### config.mk
export PLATFORM = sky130hd
export DESIGN_NAME = pixel_scan_gen_flat
export DESIGN_NICKNAME = d
export VERILOG_FILES = /design/src/rtl/pixel_scan_gen_if.sv /design/src/rtl/pixel_scan_gen.sv /design/src/flat_wrapper.sv
export SDC_FILE = /design/constraint.sdc
export NUM_CORES = 1
export LEC_CHECK = 0
export CAP_MARGIN = 10
export CORE_MARGIN = 3
export CORE_UTILIZATION = 40
export CTS_CLUSTER_DIAMETER = 30
export CTS_CLUSTER_SIZE = 12
export DETAILED_ROUTE_END_ITERATION = 8
export PLACE_DENSITY = 0.76
export SKIP_CTS_REPAIR_TIMING = 1
export SYNTH_ARGS = -nofsm -noshare
export SYNTH_HDL_FRONTEND = slang
export SYNTH_SLANG_ARGS = --single-unit
### constraint.sdc
create_clock -name clk -period 3.4 [get_ports clk]
set_clock_uncertainty 0.1 [all_clocks]
set_input_delay 0.68 -clock clk [delete_from_list [all_inputs] [get_ports clk]]
set_output_delay 0.68 -clock clk [all_outputs]
set_load 0.005 [all_outputs]
### src/rtl/pixel_scan_gen_if.sv
// Pixel-coordinate link between the scan generator and the mapper.
// master: drives coords/valid/view snapshot; slave: drives the stall signals.
interface pixel_scan_gen_if #(
  parameter int PIXEL_DATA_WIDTH  = 10,
  parameter int ENGINE_DATA_WIDTH = 25
);
  logic [PIXEL_DATA_WIDTH-1:0]         pixel_x_out;
  logic [PIXEL_DATA_WIDTH-1:0]         pixel_y_out;
  logic                                pixel_valid;
  logic [2:0]                          zoom_out;
  logic signed [ENGINE_DATA_WIDTH-1:0] x_offset_out;
  logic signed [ENGINE_DATA_WIDTH-1:0] y_offset_out;
  logic                                full_queue;
  logic                                distributor_ready;

  modport master (
    output pixel_x_out,
    output pixel_y_out,
    output pixel_valid,
    output zoom_out,
    output x_offset_out,
    output y_offset_out,
    input  full_queue,
    input  distributor_ready
  );

  modport slave (
    input  pixel_x_out,
    input  pixel_y_out,
    input  pixel_valid,
    input  zoom_out,
    input  x_offset_out,
    input  y_offset_out,
    output full_queue,
    output distributor_ready
  );
endinterface

### src/rtl/pixel_scan_gen.sv
// Raster scan generator: walks (x,y) over the screen one pixel per mapper
// capture (en & ~full_queue & ~distributor_ready) with a frame-latched view.
// Ports: clk, reset (async, active-high), en, start, abort, zoom_in,
//   x_offset_in, y_offset_in, pix (pixel_scan_gen_if.master: coords, valid,
//   view snapshot out; full_queue/distributor_ready in), busy, frame_done,
//   frame_count.
// Option: define PIXEL_SCAN_VIEW_RESTART_EN to restart the frame whenever
//   the requested view differs from the latched one during a scan.
module pixel_scan_gen #(
  parameter int PIXEL_DATA_WIDTH  = 10,
  parameter int ENGINE_DATA_WIDTH = 25,
  parameter int SCREEN_WIDTH      = 640,
  parameter int SCREEN_HEIGHT     = 480
) (
  input  logic                                clk,
  input  logic                                reset,
  input  logic                                en,
  input  logic                                start,
  input  logic                                abort,
  input  logic [2:0]                          zoom_in,
  input  logic signed [ENGINE_DATA_WIDTH-1:0] x_offset_in,
  input  logic signed [ENGINE_DATA_WIDTH-1:0] y_offset_in,
  pixel_scan_gen_if.master                    pix,
  output logic                                busy,
  output logic                                frame_done,
  output logic [15:0]                         frame_count
);
  localparam int PW = PIXEL_DATA_WIDTH;
  localparam int EW = ENGINE_DATA_WIDTH;
  localparam logic [PW-1:0] X_LAST = PW'(SCREEN_WIDTH - 1);
  localparam logic [PW-1:0] Y_LAST = PW'(SCREEN_HEIGHT - 1);

  typedef enum logic [1:0] {
    S_IDLE,
    S_SCAN,
    S_DONE
  } state_t;

  state_t                state_q, state_d;
  logic [PW-1:0]         x_q, x_d;
  logic [PW-1:0]         y_q, y_d;
  logic                  valid_q, valid_d;
  logic                  busy_q, busy_d;
  logic                  done_q, done_d;
  logic [2:0]            zoom_q, zoom_d;
  logic signed [EW-1:0]  xoff_q, xoff_d;
  logic signed [EW-1:0]  yoff_q, yoff_d;
  logic [15:0]           frame_count_q, frame_count_d;
  logic                  advance;
  logic                  view_chg;

  assign advance = en & ~pix.full_queue & ~pix.distributor_ready;

`ifdef PIXEL_SCAN_VIEW_RESTART_EN
  assign view_chg = (zoom_in != zoom_q)
                  | (x_offset_in != xoff_q)
                  | (y_offset_in != yoff_q);
`else
  assign view_chg = 1'b0;
`endif

  always_comb begin
    state_d       = state_q;
    x_d           = x_q;
    y_d           = y_q;
    valid_d       = valid_q;
    busy_d        = busy_q;
    done_d        = 1'b0;
    zoom_d        = zoom_q;
    xoff_d        = xoff_q;
    yoff_d        = yoff_q;
    frame_count_d = frame_count_q;
    unique case (state_q)
      S_IDLE: begin
        if (start && !abort) begin
          zoom_d  = zoom_in;
          xoff_d  = x_offset_in;
          yoff_d  = y_offset_in;
          x_d     = '0;
          y_d     = '0;
          valid_d = 1'b1;
          busy_d  = 1'b1;
          state_d = S_SCAN;
        end
      end
      S_SCAN: begin
        unique case (1'b1)
          abort: begin
            x_d     = '0;
            y_d     = '0;
            valid_d = 1'b0;
            busy_d  = 1'b0;
            state_d = S_IDLE;
          end
          (!abort && view_chg): begin
            // New view requested mid-frame: start over from (0,0).
            zoom_d = zoom_in;
            xoff_d = x_offset_in;
            yoff_d = y_offset_in;
            x_d    = '0;
            y_d    = '0;
          end
          (!abort && !view_chg && advance): begin
            if (x_q != X_LAST) begin
              x_d = x_q + PW'(1);
            end else if (y_q != Y_LAST) begin
              x_d = '0;
              y_d = y_q + PW'(1);
            end else begin
              // Last pixel captured; x/y keep their final value.
              valid_d       = 1'b0;
              done_d        = 1'b1;
              frame_count_d = frame_count_q + 16'd1;
              state_d       = S_DONE;
            end
          end
          default: ;
        endcase
      end
      S_DONE: begin
        busy_d  = 1'b0;
        state_d = S_IDLE;
        if (abort) begin
          x_d = '0;
          y_d = '0;
        end
      end
      default: begin
        state_d = S_IDLE;
      end
    endcase
  end

  always_ff @(posedge clk or posedge reset) begin
    if (reset) begin
      state_q       <= S_IDLE;
      x_q           <= '0;
      y_q           <= '0;
      valid_q       <= 1'b0;
      busy_q        <= 1'b0;
      done_q        <= 1'b0;
      zoom_q        <= '0;
      xoff_q        <= '0;
      yoff_q        <= '0;
      frame_count_q <= '0;
    end else begin
      state_q       <= state_d;
      x_q           <= x_d;
      y_q           <= y_d;
      valid_q       <= valid_d;
      busy_q        <= busy_d;
      done_q        <= done_d;
      zoom_q        <= zoom_d;
      xoff_q        <= xoff_d;
      yoff_q        <= yoff_d;
      frame_count_q <= frame_count_d;
    end
  end

  assign pix.pixel_x_out  = x_q;
  assign pix.pixel_y_out  = y_q;
  assign pix.pixel_valid  = valid_q;
  assign pix.zoom_out     = zoom_q;
  assign pix.x_offset_out = xoff_q;
  assign pix.y_offset_out = yoff_q;
  assign busy             = busy_q;
  assign frame_done       = done_q;
  assign frame_count      = frame_count_q;
endmodule

### src/flat_wrapper.sv
// flat-port wrapper written by rule: the top's interface ports become plain ports
module pixel_scan_gen_flat 
#(
  parameter int PIXEL_DATA_WIDTH  = 10,
  parameter int ENGINE_DATA_WIDTH = 25,
  parameter int SCREEN_WIDTH      = 640,
  parameter int SCREEN_HEIGHT     = 480
)
  (clk, reset, en, start, abort, zoom_in, x_offset_in, y_offset_in, busy, frame_done, frame_count, pix_pixel_x_out, pix_pixel_y_out, pix_pixel_valid, pix_zoom_out, pix_x_offset_out, pix_y_offset_out, pix_full_queue, pix_distributor_ready);
  pixel_scan_gen_if #(.PIXEL_DATA_WIDTH(PIXEL_DATA_WIDTH), .ENGINE_DATA_WIDTH(ENGINE_DATA_WIDTH)) pix_i ();
  input  logic clk;
  input  logic reset;
  input  logic en;
  input  logic start;
  input  logic abort;
  input  logic [2:0] zoom_in;
  input  logic signed [ENGINE_DATA_WIDTH-1:0] x_offset_in;
  input  logic signed [ENGINE_DATA_WIDTH-1:0] y_offset_in;
  output logic busy;
  output logic frame_done;
  output logic [15:0] frame_count;
  output wire logic [$bits(pix_i.pixel_x_out)-1:0] pix_pixel_x_out;
  output wire logic [$bits(pix_i.pixel_y_out)-1:0] pix_pixel_y_out;
  output wire logic [$bits(pix_i.pixel_valid)-1:0] pix_pixel_valid;
  output wire logic [$bits(pix_i.zoom_out)-1:0] pix_zoom_out;
  output wire logic [$bits(pix_i.x_offset_out)-1:0] pix_x_offset_out;
  output wire logic [$bits(pix_i.y_offset_out)-1:0] pix_y_offset_out;
  input wire logic [$bits(pix_i.full_queue)-1:0] pix_full_queue;
  input wire logic [$bits(pix_i.distributor_ready)-1:0] pix_distributor_ready;
  assign pix_pixel_x_out = pix_i.pixel_x_out;
  assign pix_pixel_y_out = pix_i.pixel_y_out;
  assign pix_pixel_valid = pix_i.pixel_valid;
  assign pix_zoom_out = pix_i.zoom_out;
  assign pix_x_offset_out = pix_i.x_offset_out;
  assign pix_y_offset_out = pix_i.y_offset_out;
  assign pix_i.full_queue = pix_full_queue;
  assign pix_i.distributor_ready = pix_distributor_ready;
  pixel_scan_gen #(.PIXEL_DATA_WIDTH(PIXEL_DATA_WIDTH), .ENGINE_DATA_WIDTH(ENGINE_DATA_WIDTH), .SCREEN_WIDTH(SCREEN_WIDTH), .SCREEN_HEIGHT(SCREEN_HEIGHT)) u_core (.clk(clk), .reset(reset), .en(en), .start(start), .abort(abort), .zoom_in(zoom_in), .x_offset_in(x_offset_in), .y_offset_in(y_offset_in), .pix(pix_i), .busy(busy), .frame_done(frame_done), .frame_count(frame_count));
endmodule
==> metrics.cfg, run 1 <==
[status]
status = finished, final reports clean

[final_layout]
diodes = 0
nets = 553
area_growth_pct = 46.6
mostFrequentLayoutCells = clkdlybuf4s50_1, dfrtp_1, mux2_2
fillers = 775
drive_gt1_frac = 0.169
layout_commonest_cell = clkdlybuf4s50_1

[timing]
slew_viol_final = 0
fin_crit_sh = 0.906
finalHoldViolations = 0
setup_viol = 0
finalSetupTns_ns = 0
tightest_slew_ns = 0.872
grt_setup_unrepaired = false
slew-limit-headroom = 0.416
fmax_mhz = 325
min_period_ns = 3.08

[worst_hold_path]
hold_depth = 1
hp-start = u_core.frame_count[15]$_DFFE_PP0P_
min_path_type = reg2reg
hold_end = u_core.frame_count[15]$_DFFE_PP0P_

[clock_tree]
htree_levels = 3
clk_root_buffer_cell = clkbuf_8
clk_latency_ns = 0.35
cts_buffers = 9
cts_tree = yes
clk_pin_slew_worst_paths_ns = 0.09
ctsLongestPathBuffers = 2
cts_sinks = 94

[die]
pin_count = 152
die-area_um2 = 11500
fp-row-count = 36
core_area_um2 = 9860
start_util = 0.416
die_h_um = 107
die_x_um = 107

[place]
hpwl_um = 7480
routabilityCongestion = 0.824
io_buffers = 151

[grt]
track_usage = 0.177
grt_max_degree = 95
gr-total-overflow = 0
first_global_vias = 3267
antenna_found_initial = 0
grt_pass1_wl_um = 16300

[drt]
vias = 3248
totalWireLength_um = 10200
drtIter0Drc = 232
avgViaCountPerCell = 5.21
first_pass_iters = 4
drc = 0
wl_per_cell_um = 16.4
drtAntennaViolNets = 0

[yosys]
synth_seq_cells = 94
synth_edf_count = 0
netlist_instances = 329
async_reset_ff_frac = 1.00
syn_avg_cell_area_um2 = 12.5
ys_types = 39
synth_fp_nets = 396
ys.flop_type = dfrtp_1
syn_area_um2 = 4100
yosysSeqAreaShare = 0.573
yosys_warnings = 0

[power_and_ir_drop]
cellLeakagePower_nw = 2.51
p_per_area_nw_per_um2 = 638
total_power_mw = 3.84
peakVddDrop_mv = 0.357

[critical_path]
r2r_cells = 7
crit_type = in2reg
worstReg2RegStart = u_core.state_q[1]$_DFFE_PP0P_
end_kind = flip-flop
worstPathMaxFanout = 14
r2r_slack_ns = 0.73
cp-start-kind = input port
critPathArrivalTime_ns = 3.25
r2r-end = u_core.pix.pixel_x_out[5]$_DFFE_PP0P_
cp_data_required_time_ns = 3.57

[flow_run]
maxCapViolCount = 0

through the flow:
stage                     hold slack [ns]  setup slack [ns]  area [um^2]   util  cells
after global placement              0.364             0.139         5800  0.588    608
final                               0.392             0.318         6010  0.610    623
after floorplan                     0.368             0.171         4100      -    329
after global routing                0.419            0.0156         6010  0.610    623
after detailed placement            0.391            0.0166         5800  0.588    608
after CTS                           0.402             0.346         6010  0.610    623
cell type report:
class / instances / area [um^2] / area share
flip-flops and latches: 94 / 2350 / 0.391
clock inverters: 6 / 86.3 / 0.0144
multi-input cells: 218 / 1680 / 0.280
inverters: 7 / 27.5 / 0.00458
clock buffers: 9 / 124 / 0.0206
repair buffers: 156 / 1570 / 0.262
well taps: 133 / 166 / 0.0277
registers in the layout (all words and copies together), names as in the netlist:
register	cells
u_core.pix.pixel_valid	1
u_core.busy	1
u_core.pix.pixel_y_out	10
u_core.pix.x_offset_out	25
u_core.frame_done	1
u_core.pix.pixel_x_out	10
u_core.pix.y_offset_out	25
u_core.frame_count	16
u_core.state_q	2
u_core.pix.zoom_out	3
worst max-delay path by stage:
stage                from                                     to  slack [ns]  depth (start not counted)
detailed placement     en  u_core.pix.pixel_x_out[5]$_DFFE_PP0P_        0.02                          6
CTS                    en  u_core.pix.pixel_x_out[5]$_DFFE_PP0P_        0.35                          6
floorplan           reset                u_core.busy$_DFFE_PP0P_        0.17                          1
global placement       en  u_core.pix.pixel_x_out[4]$_DFFE_PP0P_        0.14                          6
global route           en  u_core.pix.pixel_x_out[7]$_DFFE_PP0P_        0.02                          6
finish                 en  u_core.pix.pixel_x_out[5]$_DFFE_PP0P_        0.32                          6
layer usage:
metal	GRT usage	up-vias	routed length (um)	part of all wire
met1	0.231	1627	4250	0.42
met5	0	-	0	0
met2	0.295	98	5390	0.53
met3	0.0336	11	470	0.046
li1	-	1512	-	-
met4	0.0630	0	137	0.013
cells in the mapped netlist (all sizes together), types with 3 or more instances:
| library cell | number | area share |
|---|---|---|
| ha | 7 | 0.021 |
| nor2 | 15 | 0.014 |
| and4 | 3 | 0.0064 |
| o21ai | 12 | 0.015 |
| nor3 | 4 | 0.0061 |
| clkbuf | 8 | 0.0073 |
| nand2b | 4 | 0.0061 |
| mux2 | 54 | 0.15 |
| nand3 | 19 | 0.023 |
| dfrtp | 94 | 0.57 |
| a21oi | 13 | 0.016 |
| and3 | 8 | 0.012 |
| or4 | 11 | 0.021 |
| inv | 7 | 0.0064 |
| xnor2 | 10 | 0.021 |
| nand4 | 6 | 0.011 |
| o31ai | 12 | 0.022 |
| xor2 | 7 | 0.015 |
| nand2 | 14 | 0.013 |
where the power goes:
part	switching, mW	internal [mW]
logic	0.475	0.938
registers	0.173	1.46
clock network	0.383	0.410
total	1.03	2.81
worst max-delay path, stage by stage:
cell and delay [ns]:
clkdlybuf4s50_1 0.45, nor3b_1 0.44, nand2_1 0.40, o211ai_1 0.82, nor2_1 0.26, a21oi_1 0.19
cells by family after synthesis:
logic type,share of synthesized area
AO/OA/AOI/OAI,0.0720
XOR/XNOR,0.0363
AND/OR/NAND/NOR,0.131
buffers and inverters,0.0174
multiplexers,0.148
flip-flops,0.573
adder cells (fa/ha/maj),0.0213
Note: power is estimated with default switching activity, not from simulation.
==> inputs of run 2 (changes only) <==
GPL_TIMING_DRIVEN = 0   (was default)
==> metrics.cfg, run 2 (synthesized netlist as in run 1, its figures left out) <==
[power_and_ir_drop]
p_int_mw = 2.76  ; was 2.81 mW
p_switching_mw = 1.07  ; was 1.03 mW
swShare = 0.280  ; was 0.269
peakVddDrop_mv = 0.367  ; was 0.357 mV
seqPwrFrac = 0.426  ; was 0.425
pwr-share-comb = 0.371  ; was 0.368
cellLeakagePower_nw = 2.50  ; was 2.51 nW
p_clk_frac = 0.204  ; was 0.207
p_per_area_nw_per_um2 = 637  ; was 638 nW/um^2

[worst_hold_path]
min_path_type = reg2reg  ; unchanged

[die]
pin_count = 152  ; unchanged
die-area_um2 = 11500  ; unchanged
fp-row-count = 36  ; unchanged
start_util = 0.416  ; unchanged
die_x_um = 107  ; unchanged
die_h_um = 107  ; unchanged
core_area_um2 = 9860  ; unchanged

[critical_path]
crit_family = simple AND/OR/NAND/NOR gates  ; unchanged
path_cells = clkdlybuf4s50_1 > nor3b_1 > a2bb2oi_2 > o211ai_1 > clkbuf_1 > nor2_1 > nor2_1  ; was clkdlybuf4s50_1 > nor3b_1 > nand2_1 > o211ai_1 > nor2_1 > a21oi_1
critPathArrivalTime_ns = 3.00  ; was 3.25 ns
cp_data_required_time_ns = 3.53  ; was 3.57 ns
crit_top_cell = nor2_1
crit_type = in2reg  ; unchanged
r2r_slack_ns = 0.81  ; was 0.73 ns
worstPathMaxFanout = 10  ; was 14
cp-start-kind = input port  ; unchanged
cp_num_buf_inv = 2  ; was 1
cpMaxStageDelayCell = nor3b_1  ; was o211ai_1
max_stage_delay_ns = 0.48  ; was 0.82 ns
end_kind = flip-flop  ; unchanged

[clock_tree]
htree_levels = 3  ; unchanged
cts_buffers = 9  ; unchanged
cts_tree = yes  ; unchanged
clk_latency_ns = 0.36  ; was 0.35 ns
cts_sinks = 94  ; unchanged
clk_pin_slew_worst_paths_ns = 0.09  ; about the same
clk_root_buffer_cell = clkbuf_8  ; unchanged
ctsLongestPathBuffers = 2  ; unchanged

[timing]
tightest_slew_ns = 0.664  ; was 0.872 ns
fmax_mhz = 348  ; was 325 MHz
worst_hold_slack_ns = 0.382  ; was 0.392 ns
finalHoldViolations = 0  ; unchanged
min_period_ns = 2.87  ; was 3.08 ns
grt_setup_unrepaired = false  ; unchanged
slew_viol_final = 0  ; unchanged
setup_viol = 0  ; unchanged
fin_crit_sh = 0.846  ; was 0.906
slew-limit-headroom = 0.553  ; was 0.416

[drt]
avgViaCountPerCell = 5.20  ; was 5.21
drtAntennaViolNets = 0  ; unchanged
drtIter0Drc = 186  ; was 232
first_pass_iters = 4  ; unchanged
totalWireLength_um = 10600  ; was 10,200 um
vias = 3275  ; was 3,248
wl_per_cell_um = 16.8  ; was 16.4 um
drc = 0  ; unchanged

[place]
hpwl_um = 8040  ; was 7480 um
routabilityCongestion = 0.857  ; was 0.824
io_buffers = 151  ; unchanged
dpl_cell_area_um2 = 5810  ; was 5800 um^2

[final_layout]
mostFrequentLayoutCells = clkdlybuf4s50_1, dfrtp_1, mux2_2  ; unchanged
nets = 559  ; was 553
diodes = 0  ; unchanged
drive_gt1_frac = 0.161  ; was 0.169
layout_commonest_cell = clkdlybuf4s50_1  ; unchanged
area_growth_pct = 46.7  ; was 46.6%
design_area_um2 = 6020  ; was 6010 um^2

[grt]
gr-total-overflow = 0  ; unchanged
grt_pass1_wl_um = 16700  ; was 16,300 um
track_usage = 0.184  ; was 0.177
antenna_found_initial = 0  ; unchanged
first_global_vias = 3317  ; was 3,267
grt_max_degree = 50  ; was 95

[flow_run]
maxCapViolCount = 0  ; unchanged

[status]
status = finished, final reports clean  ; unchanged

-- run 2: area by class of cell --
type	count	area (um^2)
repair buffers	152	1540
well taps	133	166
plain buffers	10	45.0
inverters	7	28.8
fillers	759	3850
clock inverters	5	66.3
multi-input cells	218	1680
flip-flops and latches	94	2350
clock buffers	11	141
-- run 2: metrics by stage --
stage | setup WS, ns | std cells | util | power (mW) | setup TNS [ns]
6_report | 0.525 | 630 | 0.610 | 3.83 | 0
5_1_grt | 0.319 | 630 | 0.610 | 4.05 | 0
4_1_cts | 0.565 | 630 | 0.610 | 3.89 | 0
3_5_place_dp | 0.153 | 614 | 0.589 | 3.10 | 0
3_3_place_gp | -1.24 | 613 | 0.586 | 3.03 | -115.88
2_1_floorplan | 0.171 | 329 | - | 2.17 | 0
-- run 2: worst paths after layout --
path / start / endpoint / cells after the start
min in group asynchronous: reset / u_core.pix.y_offset_out[14]$_DFFE_PP0P_ / 2
min reg2reg: u_core.frame_count[15]$_DFFE_PP0P_ / u_core.frame_count[15]$_DFFE_PP0P_ / 1
max in group asynchronous: reset / u_core.frame_count[14]$_DFFE_PP0P_ / 3
max reg2reg: u_core.pix.pixel_y_out[0]$_DFFE_PP0P_ / u_core.frame_count[15]$_DFFE_PP0P_ / 8
min: u_core.frame_count[15]$_DFFE_PP0P_ / u_core.frame_count[15]$_DFFE_PP0P_ / 1
max: en / u_core.pix.pixel_x_out[8]$_DFFE_PP0P_ / 7
-- run 2: power by group through the flow --
stage / Sequential [mW] / Clock, mW / Combinational [mW]
after floorplan: 1.67 / 0 / 0.502
after global placement: 1.63 / 0 / 1.40
after detailed placement: 1.66 / 0 / 1.44
after CTS: 1.64 / 0.809 / 1.44
after global routing: 1.68 / 0.853 / 1.52
final: 1.63 / 0.782 / 1.42
-- run 2: routing by layer --
| metal | track usage | share of wire | up-vias |
|---|---|---|---|
| met4 | 0.0740 | 0.030 | 0 |
| met3 | 0.0378 | 0.053 | 22 |
| met1 | 0.233 | 0.40 | 1615 |
| li1 | - | - | 1527 |
| met5 | 0 | 0 | - |
| met2 | 0.307 | 0.52 | 111 |
==> inputs of run 3 (changes only) <==
CORE_UTILIZATION = 44   (was 40)
PLACE_DENSITY = 0.8   (was 0.76)
clock period = 2.8 ns   (was 3.4 ns; I/O delays follow)
==> metrics.cfg, run 3 (synthesized netlist as in run 1, its figures left out) <==
[timing]
worst_hold_slack_ns = 0.377  ; was 0.382 ns
tightest_slew_ns = 0.570  ; was 0.664 ns
finalSetupTns_ns = 0  ; unchanged
fmax_mhz = 384
slew_viol_final = 0  ; unchanged
min_period_ns = 2.60
setup_viol = 0  ; unchanged
fin_crit_sh = 0.930
setup_slack_ns = 0.197  ; was 0.525 ns
grt_setup_unrepaired = false  ; unchanged
slew-limit-headroom = 0.620  ; was 0.553
finalHoldViolations = 0  ; unchanged

[critical_path]
path_cells = ha_1 > nand4_2 > or4_4 > nor3_2 > buf_4 > buf_4 > nand4_1 > xnor2_1  ; was clkdlybuf4s50_1 > nor3b_1 > a2bb2oi_2 > o211ai_1 > clkbuf_1 > nor2_1 > nor2_1
cpMaxStageDelayCell = or4_4  ; was nor3b_1
cp-start-kind = flip-flop  ; was input port
end_kind = flip-flop  ; unchanged
max_stage_delay_ns = 0.59  ; was 0.48 ns
worstPathMaxFanout = 10  ; unchanged
cp_data_required_time_ns = 2.93  ; was 3.53 ns
critPathArrivalTime_ns = 2.73  ; was 3.00 ns
crit_top_cell = buf_4  ; was nor2_1
crit_type = reg2reg  ; was in2reg

[place]
dp.cells = 590  ; was 614
hpwl_um = 7790  ; was 8040 um
io_buffers = 151  ; unchanged
dpl_cell_area_um2 = 5790  ; was 5810 um^2
routabilityCongestion = 0.857  ; about the same
dpl_worst_slack_ns = -0.278  ; was 0.153 ns

[grt]
grt_max_degree = 42  ; was 50
antenna_found_initial = 0  ; unchanged
first_global_vias = 3378  ; was 3,317
track_usage = 0.193  ; was 0.184
grt_pass1_wl_um = 16100  ; was 16,700 um
gr-total-overflow = 0  ; unchanged

[drt]
first_pass_iters = 4  ; unchanged
drtIter0Drc = 137  ; was 186
drc = 0  ; unchanged
avgViaCountPerCell = 5.41  ; was 5.20
drtAntennaViolNets = 0  ; unchanged
wl_per_cell_um = 16.7  ; was 16.8 um
vias = 3276  ; was 3,275
totalWireLength_um = 10100  ; was 10,600 um

[die]
die_x_um = 103  ; was 107 um
pin_count = 152  ; unchanged
core_area_um2 = 8890  ; was 9860 um^2
fp-row-count = 34  ; was 36
die_h_um = 103  ; was 107 um
start_util = 0.461  ; was 0.416
die-area_um2 = 10500  ; was 11,500 um^2

[power_and_ir_drop]
cellLeakagePower_nw = 2.54  ; was 2.50 nW
p_per_area_nw_per_um2 = 785  ; was 637 nW/um^2
peakVddDrop_mv = 0.480  ; was 0.367 mV
total_power_mw = 4.76  ; was 3.83 mW

[final_layout]
seq_area_um2 = 2350  ; unchanged
area_growth_pct = 47.7  ; was 46.7%
diodes = 0  ; unchanged
design_area_um2 = 6060  ; was 6020 um^2
nets = 560  ; was 559
layout_commonest_cell = clkdlybuf4s50_1  ; unchanged
utilization = 0.682  ; was 0.610
mostFrequentLayoutCells = clkdlybuf4s50_1, dfrtp_1, mux2_2  ; unchanged
multiInputGateArea_um2 = 1710  ; was 1680 um^2
fillers = 659  ; was 759
fin_cells = 606  ; was 630
drive_gt1_frac = 0.171  ; was 0.161

[clock_tree]
clk_pin_slew_worst_paths_ns = 0.08  ; was 0.09 ns
cts_sinks = 94  ; unchanged
cts_buffers = 9  ; unchanged
cts_tree = yes  ; unchanged
clk_root_buffer_cell = clkbuf_8  ; unchanged
ctsLongestPathBuffers = 2  ; unchanged
clk_latency_ns = 0.35  ; was 0.36 ns
htree_levels = 3  ; unchanged

[worst_hold_path]
min_path_type = reg2reg  ; unchanged

[status]
status = finished, final reports clean  ; unchanged

[flow_run]
maxCapViolCount = 0  ; unchanged

[run 3: worst paths after layout]
path	from	endpoint	slack, ns	cells after the start
min in group asynchronous	reset	u_core.frame_count[7]$_DFFE_PP0P_	0.48	2
hold / removal	u_core.frame_count[15]$_DFFE_PP0P_	u_core.frame_count[15]$_DFFE_PP0P_	0.38	1
setup reg to reg	u_core.pix.pixel_y_out[0]$_DFFE_PP0P_	u_core.frame_count[4]$_DFFE_PP0P_	0.20	8
setup / recovery	u_core.pix.pixel_y_out[0]$_DFFE_PP0P_	u_core.frame_count[4]$_DFFE_PP0P_	0.20	8
hold reg to reg	u_core.frame_count[15]$_DFFE_PP0P_	u_core.frame_count[15]$_DFFE_PP0P_	0.38	1
max in group asynchronous	reset	u_core.pix.pixel_y_out[3]$_DFFE_PP0P_	1.53	3
[run 3: per-layer routing]
metal  up-vias  global-route usage  share of wire
li1       1530                   -              -
met1      1620               0.237           0.40
met2       116               0.333           0.52
met3        10              0.0474          0.064
met4         0              0.0616          0.014
met5         -                   0              0
[run 3: cell type report]
| cell class | instances | share of cell area |
|---|---|---|
| sequential | 94 | 0.388 |
| multi-input combinational | 218 | 0.282 |
| timing repair buffer | 153 | 0.256 |
| tap | 108 | 0.0223 |
| clock buffer | 11 | 0.0217 |
| clock inverter | 5 | 0.0178 |
| buffer | 10 | 0.00743 |
| inverter | 7 | 0.00496 |
[run 3: report_power, final]
group | internal, mW | switching (mW)
Combinational | 1.14 | 0.584
Sequential | 1.77 | 0.208
Clock | 0.598 | 0.464
[run 3: worst max-delay path, delay by kind of cell (launching register included)]
family	cells	cell delay, ns
XOR/XNOR	1	0.14
AND/OR/NAND/NOR	4	1.16
flip-flops	1	0.44
adder cells (fa/ha/maj)	1	0.24
buffers and inverters	2	0.42
